$ cat src/rtl/mem_access_unit.sv
// Load/store unit bridging a pipeline request port to a single-word memory port.
// Handles alignment checking, byte-lane steering, load extension and an ack timeout.
module mem_access_unit #(
  parameter int unsigned TIMEOUT = 255
) (
  input  logic        clk_i,
  input  logic        rst_ni,
  input  logic        req_valid_i,
  output logic        req_ready_o,
  input  logic [2:0]  op_i,
  input  logic [31:0] addr_i,
  input  logic [31:0] wdata_i,
  output logic        rsp_valid_o,
  output logic [31:0] rsp_rdata_o,
  output logic [1:0]  rsp_err_o,
  output logic        busy_o,
  output logic        mem_en_o,
  output logic        mem_we_o,
  output logic [3:0]  mem_be_o,
  output logic [31:0] mem_addr_o,
  output logic [31:0] mem_wdata_o,
  input  logic        mem_ack_i,
  input  logic [31:0] mem_rdata_i
);

  typedef enum logic [1:0] {IDLE, ACCESS, RESP} state_e;

  localparam logic [2:0] OP_LW  = 3'b000;
  localparam logic [2:0] OP_LH  = 3'b001;
  localparam logic [2:0] OP_LHU = 3'b010;
  localparam logic [2:0] OP_LB  = 3'b011;
  localparam logic [2:0] OP_LBU = 3'b100;
  localparam logic [2:0] OP_SW  = 3'b101;
  localparam logic [2:0] OP_SH  = 3'b110;
  localparam logic [2:0] OP_SB  = 3'b111;

  localparam logic [1:0] ERR_OK       = 2'b00;
  localparam logic [1:0] ERR_MISALIGN = 2'b01;
  localparam logic [1:0] ERR_TIMEOUT  = 2'b10;

  localparam logic [9:0] TimeoutCnt = 10'(TIMEOUT);

  state_e      state_q, state_d;
  logic [2:0]  op_q, op_d;
  logic [31:0] addr_q, addr_d;
  logic [31:0] mem_wdata_q, mem_wdata_d;
  logic [9:0]  cnt_q, cnt_d;
  logic [31:0] rsp_rdata_q, rsp_rdata_d;
  logic [1:0]  rsp_err_q, rsp_err_d;

  logic        misaligned;
  logic        isStore;
  logic [3:0]  beSel;
  logic [31:0] wdataFmt;
  logic [15:0] halfSel;
  logic [7:0]  byteSel;
  logic [31:0] loadData;

  // Request decode: alignment check and store-lane replication on the incoming request
  always_comb begin
    misaligned = 1'b0;
    wdataFmt   = wdata_i;
    case (op_i)
      OP_LW, OP_SW:         misaligned = (addr_i[1:0] != 2'b00);
      OP_LH, OP_LHU, OP_SH: misaligned = addr_i[0];
      default:              misaligned = 1'b0;
    endcase
    case (op_i)
      OP_SH:   wdataFmt = {wdata_i[15:0], wdata_i[15:0]};
      OP_SB:   wdataFmt = {4{wdata_i[7:0]}};
      default: wdataFmt = wdata_i;
    endcase
  end

  // Byte-enable generation and load extraction from the latched request
  always_comb begin
    isStore = op_q[2] & (op_q[1] | op_q[0]);
    beSel   = 4'b1111;
    case (op_q)
      OP_LH, OP_LHU, OP_SH: beSel = addr_q[1] ? 4'b1100 : 4'b0011;
      OP_LB, OP_LBU, OP_SB: beSel = 4'b0001 << addr_q[1:0];
      default:              beSel = 4'b1111;
    endcase
    halfSel = addr_q[1] ? mem_rdata_i[31:16] : mem_rdata_i[15:0];
    case (addr_q[1:0])
      2'b00:   byteSel = mem_rdata_i[7:0];
      2'b01:   byteSel = mem_rdata_i[15:8];
      2'b10:   byteSel = mem_rdata_i[23:16];
      default: byteSel = mem_rdata_i[31:24];
    endcase
    case (op_q)
      OP_LW:   loadData = mem_rdata_i;
      OP_LH:   loadData = {{16{halfSel[15]}}, halfSel};
      OP_LHU:  loadData = {16'h0000, halfSel};
      OP_LB:   loadData = {{24{byteSel[7]}}, byteSel};
      OP_LBU:  loadData = {24'h000000, byteSel};
      default: loadData = 32'h0000_0000;
    endcase
  end

  always_comb begin
    state_d     = state_q;
    op_d        = op_q;
    addr_d      = addr_q;
    mem_wdata_d = mem_wdata_q;
    cnt_d       = cnt_q;
    rsp_rdata_d = rsp_rdata_q;
    rsp_err_d   = rsp_err_q;
    req_ready_o = 1'b0;
    rsp_valid_o = 1'b0;
    mem_en_o    = 1'b0;
    mem_we_o    = 1'b0;
    mem_be_o    = 4'b0000;
    case (state_q)
      IDLE: begin
        req_ready_o = 1'b1;
        if (req_valid_i) begin
          op_d        = op_i;
          addr_d      = addr_i;
          mem_wdata_d = wdataFmt;
          if (misaligned) begin
            state_d     = RESP;
            rsp_err_d   = ERR_MISALIGN;
            rsp_rdata_d = 32'h0000_0000;
          end else begin
            state_d = ACCESS;
            cnt_d   = 10'd0;
          end
        end
      end
      ACCESS: begin
        mem_en_o = 1'b1;
        mem_we_o = isStore;
        mem_be_o = beSel;
        // An ack arriving on the expiry cycle still wins over the timeout
        if (mem_ack_i) begin
          state_d     = RESP;
          rsp_err_d   = ERR_OK;
          rsp_rdata_d = loadData;
        end else if (cnt_q + 10'd1 == TimeoutCnt) begin
          state_d     = RESP;
          rsp_err_d   = ERR_TIMEOUT;
          rsp_rdata_d = 32'h0000_0000;
        end else begin
          cnt_d = cnt_q + 10'd1;
        end
      end
      RESP: begin
        rsp_valid_o = 1'b1;
        state_d     = IDLE;
      end
      default: state_d = IDLE;
    endcase
  end

  assign busy_o      = ~req_ready_o;
  assign mem_addr_o  = {addr_q[31:2], 2'b00};
  assign mem_wdata_o = mem_wdata_q;
  assign rsp_rdata_o = rsp_rdata_q;
  assign rsp_err_o   = rsp_err_q;

  always_ff @(posedge clk_i or negedge rst_ni) begin
    if (!rst_ni) begin
      state_q     <= IDLE;
      op_q        <= 3'b000;
      addr_q      <= 32'h0000_0000;
      mem_wdata_q <= 32'h0000_0000;
      cnt_q       <= 10'd0;
      rsp_rdata_q <= 32'h0000_0000;
      rsp_err_q   <= 2'b00;
    end else begin
      state_q     <= state_d;
      op_q        <= op_d;
      addr_q      <= addr_d;
      mem_wdata_q <= mem_wdata_d;
      cnt_q       <= cnt_d;
      rsp_rdata_q <= rsp_rdata_d;
      rsp_err_q   <= rsp_err_d;
    end
  end

endmodule

$ cat config.mk
export PLATFORM = sky130hd
export DESIGN_NAME = mem_access_unit
export DESIGN_NICKNAME = d
export VERILOG_FILES = /design/src/rtl/mem_access_unit.sv
export SDC_FILE = /design/constraint.sdc
export NUM_CORES = 1
export LEC_CHECK = 0
export CORE_MARGIN = 8
export CORE_UTILIZATION = 40
export DETAILED_ROUTE_END_ITERATION = 12
export PLACE_DENSITY = 0.73
export SYNTH_ARGS = -nofsm -noshare
export SYNTH_HDL_FRONTEND = slang
export SYNTH_SLANG_ARGS = --single-unit
$ cat constraint.sdc
create_clock -name clk_i -period 2.7 [get_ports clk_i]
set_clock_uncertainty 0.1 [all_clocks]
set_input_delay 0.27 -clock clk_i [delete_from_list [all_inputs] [get_ports clk_i]]
set_output_delay 0.27 -clock clk_i [all_outputs]
set_load 0.005 [all_outputs]
==> flow_summary.json <==
{
  "io_pins": 210,
  "worst_ep_required_time_ns": 2.33,
  "netlist_area_mm2": 0.00569,
  "routedWlPerCell_um": 18.2,
  "r2r.worst_path.cells": 6,
  "report.power.total_mw": 9.41,
  "firstDrtPassIters": 6,
  "tritoncts_num_sinks": 113,
  "drive_above_1_share_pct": 8.39,
  "clockRootBuffer": "sky130_fd_sc_hd__clkbuf_16",
  "tns_ns": 0,
  "share_seq_of_total_power_pct": 31.5,
  "layout.core_utilization_pct": 60.2,
  "post-route-min-period_ns": 2.50,
  "fin_ws_ns": 0.200,
  "core_area_mm2": 0.0139,
  "cts_setup_buffers": 0,
  "fin_crit_sh_pct": 92.6,
  "first_global_vias": 5329,
  "final_hold_viol_count": 0,
  "critical_path.startpoint_type": "flip-flop",
  "first_pass_grt_wire_length_mm": 28.0,
  "finalWirelength_mm": 17.9,
  "cpPeakStageDelay_ns": 0.55,
  "yosys_register_bits": 113,
  "initial_core_util_pct": 41.0,
  "numPortBuffers": 207,
  "critical-path-slowest-cell": "sky130_fd_sc_hd__clkdlybuf4s50_1",
  "seq_area_frac_synth_pct": 49.7,
  "globalRouteOverflowTotal": 0,
  "netlist.area_leader.share_pct": 49.7,
  "power.share.combinational_pct": 42.8,
  "worst_ep_arrival_time_ns": 2.13,
  "drv_slew": 0,
  "grt_setup_unrepaired": "false",
  "place_ws_ns": 0.257,
  "antenna_violations_before_repair": 0,
  "synthFlopType": "sky130_fd_sc_hd__dfrtp_1",
  "end_kind": "output port",
  "holdPathEnd": "addr_q[14]$_DFFE_PN0P_",
  "total_of_max_cap_violations": 0,
  "timing.hold.worst.class": "input port to flip-flop",
  "unique_masters_post_synth": 43,
  "relSlewSlack_pct": 53.1,
  "clock_path_buffers": 2,
  "timing_worst_setup_path_type": "flip-flop to output port",
  "dieArea_mm2": 0.0183,
  "crit_path_frequent_cell": "sky130_fd_sc_hd__nor2_1",
  "finalSetupViolCount": 0,
  "ys.warnings.count": 0,
  "achievable-frequency_ghz": 0.400,
  "route.detailed.drc": 0,
  "netSwitchingFraction_pct": 33.1,
  "min_path_cells": 3,
  "crit_path_max_fanout": 11,
  "drt_first_iter_violations": 330,
  "nNetsFinal": 891,
  "ys_top_cells_by_area": "sky130_fd_sc_hd__dfrtp_1 (50%), sky130_fd_sc_hd__nand2_1 (12%), sky130_fd_sc_hd__a21oi_1 (4.9%), sky130_fd_sc_hd__mux2i_1 (4.6%), sky130_fd_sc_hd__buf_4 (4.2%)",
  "power_density_mw_per_mm2": 1130,
  "cts-htree-levels": 4,
  "power_leakage_nw": 3.97,
  "last_weighted_congestion_value_of_the_routability_driven_placer": 0.872,
  "gr-usage-all-layers_pct": 19.4,
  "cp.buffers_inverters": 1,
  "antenna_cells": 0,
  "rr_endpoint": "rsp_rdata_o[9]$_DFFE_PN0P_",
  "r2r_setup_slack_ns": 0.35,
  "internal_power_mw": 6.30,
  "slew_of_the_pin_with_the_lowest_slew_margin_ns": 0.703,
  "detail_route.vias_per_cell": 5.20,
  "layout-area-overhead-vs-synth_pct": 47.1,
  "die-width_um": 135,
  "maximum_number_of_pins_on_one_net_before_global_route_repair": 75,
  "outcome": "completed",
  "timing.critical_path.cells": "or2_2 -> a21oi_1 -> nor2_1 -> nor2_1 -> clkdlybuf4s50_1",
  "synth_enable_flop_cells": 0,
  "clk_pin_slew_worst_paths_ns": 0.05,
  "timing.critical_path.max_delay_family": "buffers and inverters",
  "vias": 5094,
  "syn-mean-instance-area_um2": 9.31,
  "die-height_um": 135,
  "min_from": "addr_i[14]",
  "post_synth_inst_count": 611,
  "timing.hold.ws_ns": 0.282,
  "tritoncts.num_buffers": 17,
  "switchingPower_mw": 3.11,
  "peak_supply_drop_v": 0.000576,
  "post-dp-hpwl_mm": 13.1,
  "asyncSetResetFlopFracSynth_pct": 100,
  "cts_tree": "yes",
  "reg2reg_from": "cnt_q[0]$_DFFE_PN0P_",
  "num_rows": 43,
  "synthDominantAreaCellType": "sky130_fd_sc_hd__dfrtp_1",
  "p_clk_share_pct": 25.7,
  "postRouteAntennaNets": 0,
  "clock_latency_on_the_worst_skew_pair_ns": 0.41
}
==> worst register-to-register path, cell delays in order, from the launching register on <==
cell,delay (ns)
sky130_fd_sc_hd__dfrtp_1,0.42
sky130_fd_sc_hd__ha_1,0.27
sky130_fd_sc_hd__xnor2_1,0.15
sky130_fd_sc_hd__or4_4,0.54
sky130_fd_sc_hd__o21ai_2,0.21
sky130_fd_sc_hd__nand2_4,0.24
sky130_fd_sc_hd__a21o_2,0.32
==> area by class of cell <==
type / count / area (um^2)
Multi-Input combinational cell: 426 / 2450
Inverter: 8 / 30.0
Fill cell: 1154 / 5520
Clock buffer: 20 / 447
Tap cell: 180 / 225
Timing Repair Buffer: 220 / 2190
Clock inverter: 12 / 188
Sequential cell: 113 / 2830
==> power groups by stage <==
| stage | clock [mW] | sequential, mW | combinational [mW] |
|---|---|---|---|
| after global routing | 2.55 | 3.06 | 4.41 |
| after detailed placement | 0 | 2.98 | 4.05 |
| after floorplan | 0 | 2.88 | 2.14 |
| after CTS | 2.46 | 2.97 | 4.09 |
| final | 2.42 | 2.96 | 4.02 |
| after global placement | 0 | 2.94 | 3.97 |
==> cell usage in the layout, fill, tap and decap left out, types with 3 or more instances in the layout <==
cell and n:
sky130_fd_sc_hd__a31oi_1 5, sky130_fd_sc_hd__dfrtp_1 112, sky130_fd_sc_hd__buf_4 11, sky130_fd_sc_hd__clkbuf_16 17
sky130_fd_sc_hd__nor3_1 3, sky130_fd_sc_hd__nand3_1 5, sky130_fd_sc_hd__mux2i_1 26, sky130_fd_sc_hd__bufinv_16 5
sky130_fd_sc_hd__nand2b_1 8, sky130_fd_sc_hd__mux4_2 9, sky130_fd_sc_hd__a21oi_1 56, sky130_fd_sc_hd__o21a_1 4
sky130_fd_sc_hd__o2bb2ai_1 8, sky130_fd_sc_hd__clkinv_2 6, sky130_fd_sc_hd__nor2_1 24, sky130_fd_sc_hd__a21o_1 22
sky130_fd_sc_hd__clkdlybuf4s50_1 206, sky130_fd_sc_hd__nor2b_1 5, sky130_fd_sc_hd__a22o_1 8, sky130_fd_sc_hd__o21ai_0 31
sky130_fd_sc_hd__nand2_1 177, sky130_fd_sc_hd__a21o_2 4, sky130_fd_sc_hd__a22oi_1 8, sky130_fd_sc_hd__inv_1 8
==> cells in the mapped netlist, types with 8 or more instances <==
| library cell | count |
|---|---|
| sky130_fd_sc_hd__buf_4 | 32 |
| sky130_fd_sc_hd__mux4_2 | 9 |
| sky130_fd_sc_hd__dfrtp_1 | 113 |
| sky130_fd_sc_hd__mux2i_1 | 26 |
| sky130_fd_sc_hd__nand2b_1 | 8 |
| sky130_fd_sc_hd__a22o_1 | 8 |
| sky130_fd_sc_hd__nor2_1 | 24 |
| sky130_fd_sc_hd__inv_1 | 8 |
| sky130_fd_sc_hd__o2bb2ai_1 | 8 |
| sky130_fd_sc_hd__o21ai_0 | 31 |
| sky130_fd_sc_hd__a22oi_1 | 8 |
| sky130_fd_sc_hd__a21o_1 | 22 |
| sky130_fd_sc_hd__clkbuf_1 | 23 |
| sky130_fd_sc_hd__nand2_1 | 178 |
| sky130_fd_sc_hd__a21oi_1 | 56 |
==> metrics by stage <==
stage	std cells	instance area (um^2)
6_report	979	8360
3_5_place_dp	946	7710
2_1_floorplan	612	5690
3_3_place_gp	946	7710
4_1_cts	979	8360
5_1_grt	979	8360
==> cells by family (layout without fill, tap and decap cells) <==
logic type	Yosys count	in the layout	share of synthesized area, %
other	1	2	0.0660
xor gates and xnor gates	2	2	0.308
AOI/OAI and AO/OA	151	151	16.7
and+or+nand+nor	233	233	17.0
DFF	113	113	49.7
adders and majority gates	3	3	0.616
buffers and inverters	73	260	7.44
muxes	35	35	8.14
==> flip-flops by register name, indices dropped and copies added, names as in the netlist <==
name,cells
state_q,2
op_q,3
rsp_rdata_o,32
mem_wdata_o,32
cnt_q,10
addr_q,32
rsp_err_o,2
==> metal layers <==
metal,up-vias,GRT usage [%],wire (um)
met2,247,31.2,8450
met3,36,9.83,2170
met4,0,7.65,518
met5,-,0,0
met1,2414,21.6,6730
li1,2397,-,-
==> timing repair <==
item,4_1_cts,5_1_grt
hold buffers,1,0
gates resized for setup,0,1
hold endpoints to repair,50,0
endpoints found under the setup margin,0,4
==> how the worst max path moves through the flow <==
| stage | from | to | slack [ns] | cells past startpoint |
|---|---|---|---|---|
| global route | op_q[0]$_DFFE_PN0P_ | mem_be_o[1] | 0.01 | 5 |
| finish | op_q[0]$_DFFE_PN0P_ | mem_be_o[1] | 0.20 | 5 |
| global placement | op_i[2] | rsp_rdata_o[9]$_DFFE_PN0P_ | 0.26 | 6 |
| floorplan | cnt_q[0]$_DFFE_PN0P_ | rsp_rdata_o[30]$_DFFE_PN0P_ | 0.59 | 7 |
| CTS | addr_q[1]$_DFFE_PN0P_ | mem_be_o[0] | 0.08 | 6 |
| detailed placement | op_i[2] | rsp_rdata_o[9]$_DFFE_PN0P_ | 0.26 | 6 |
Power figures use the tool's default switching activity.
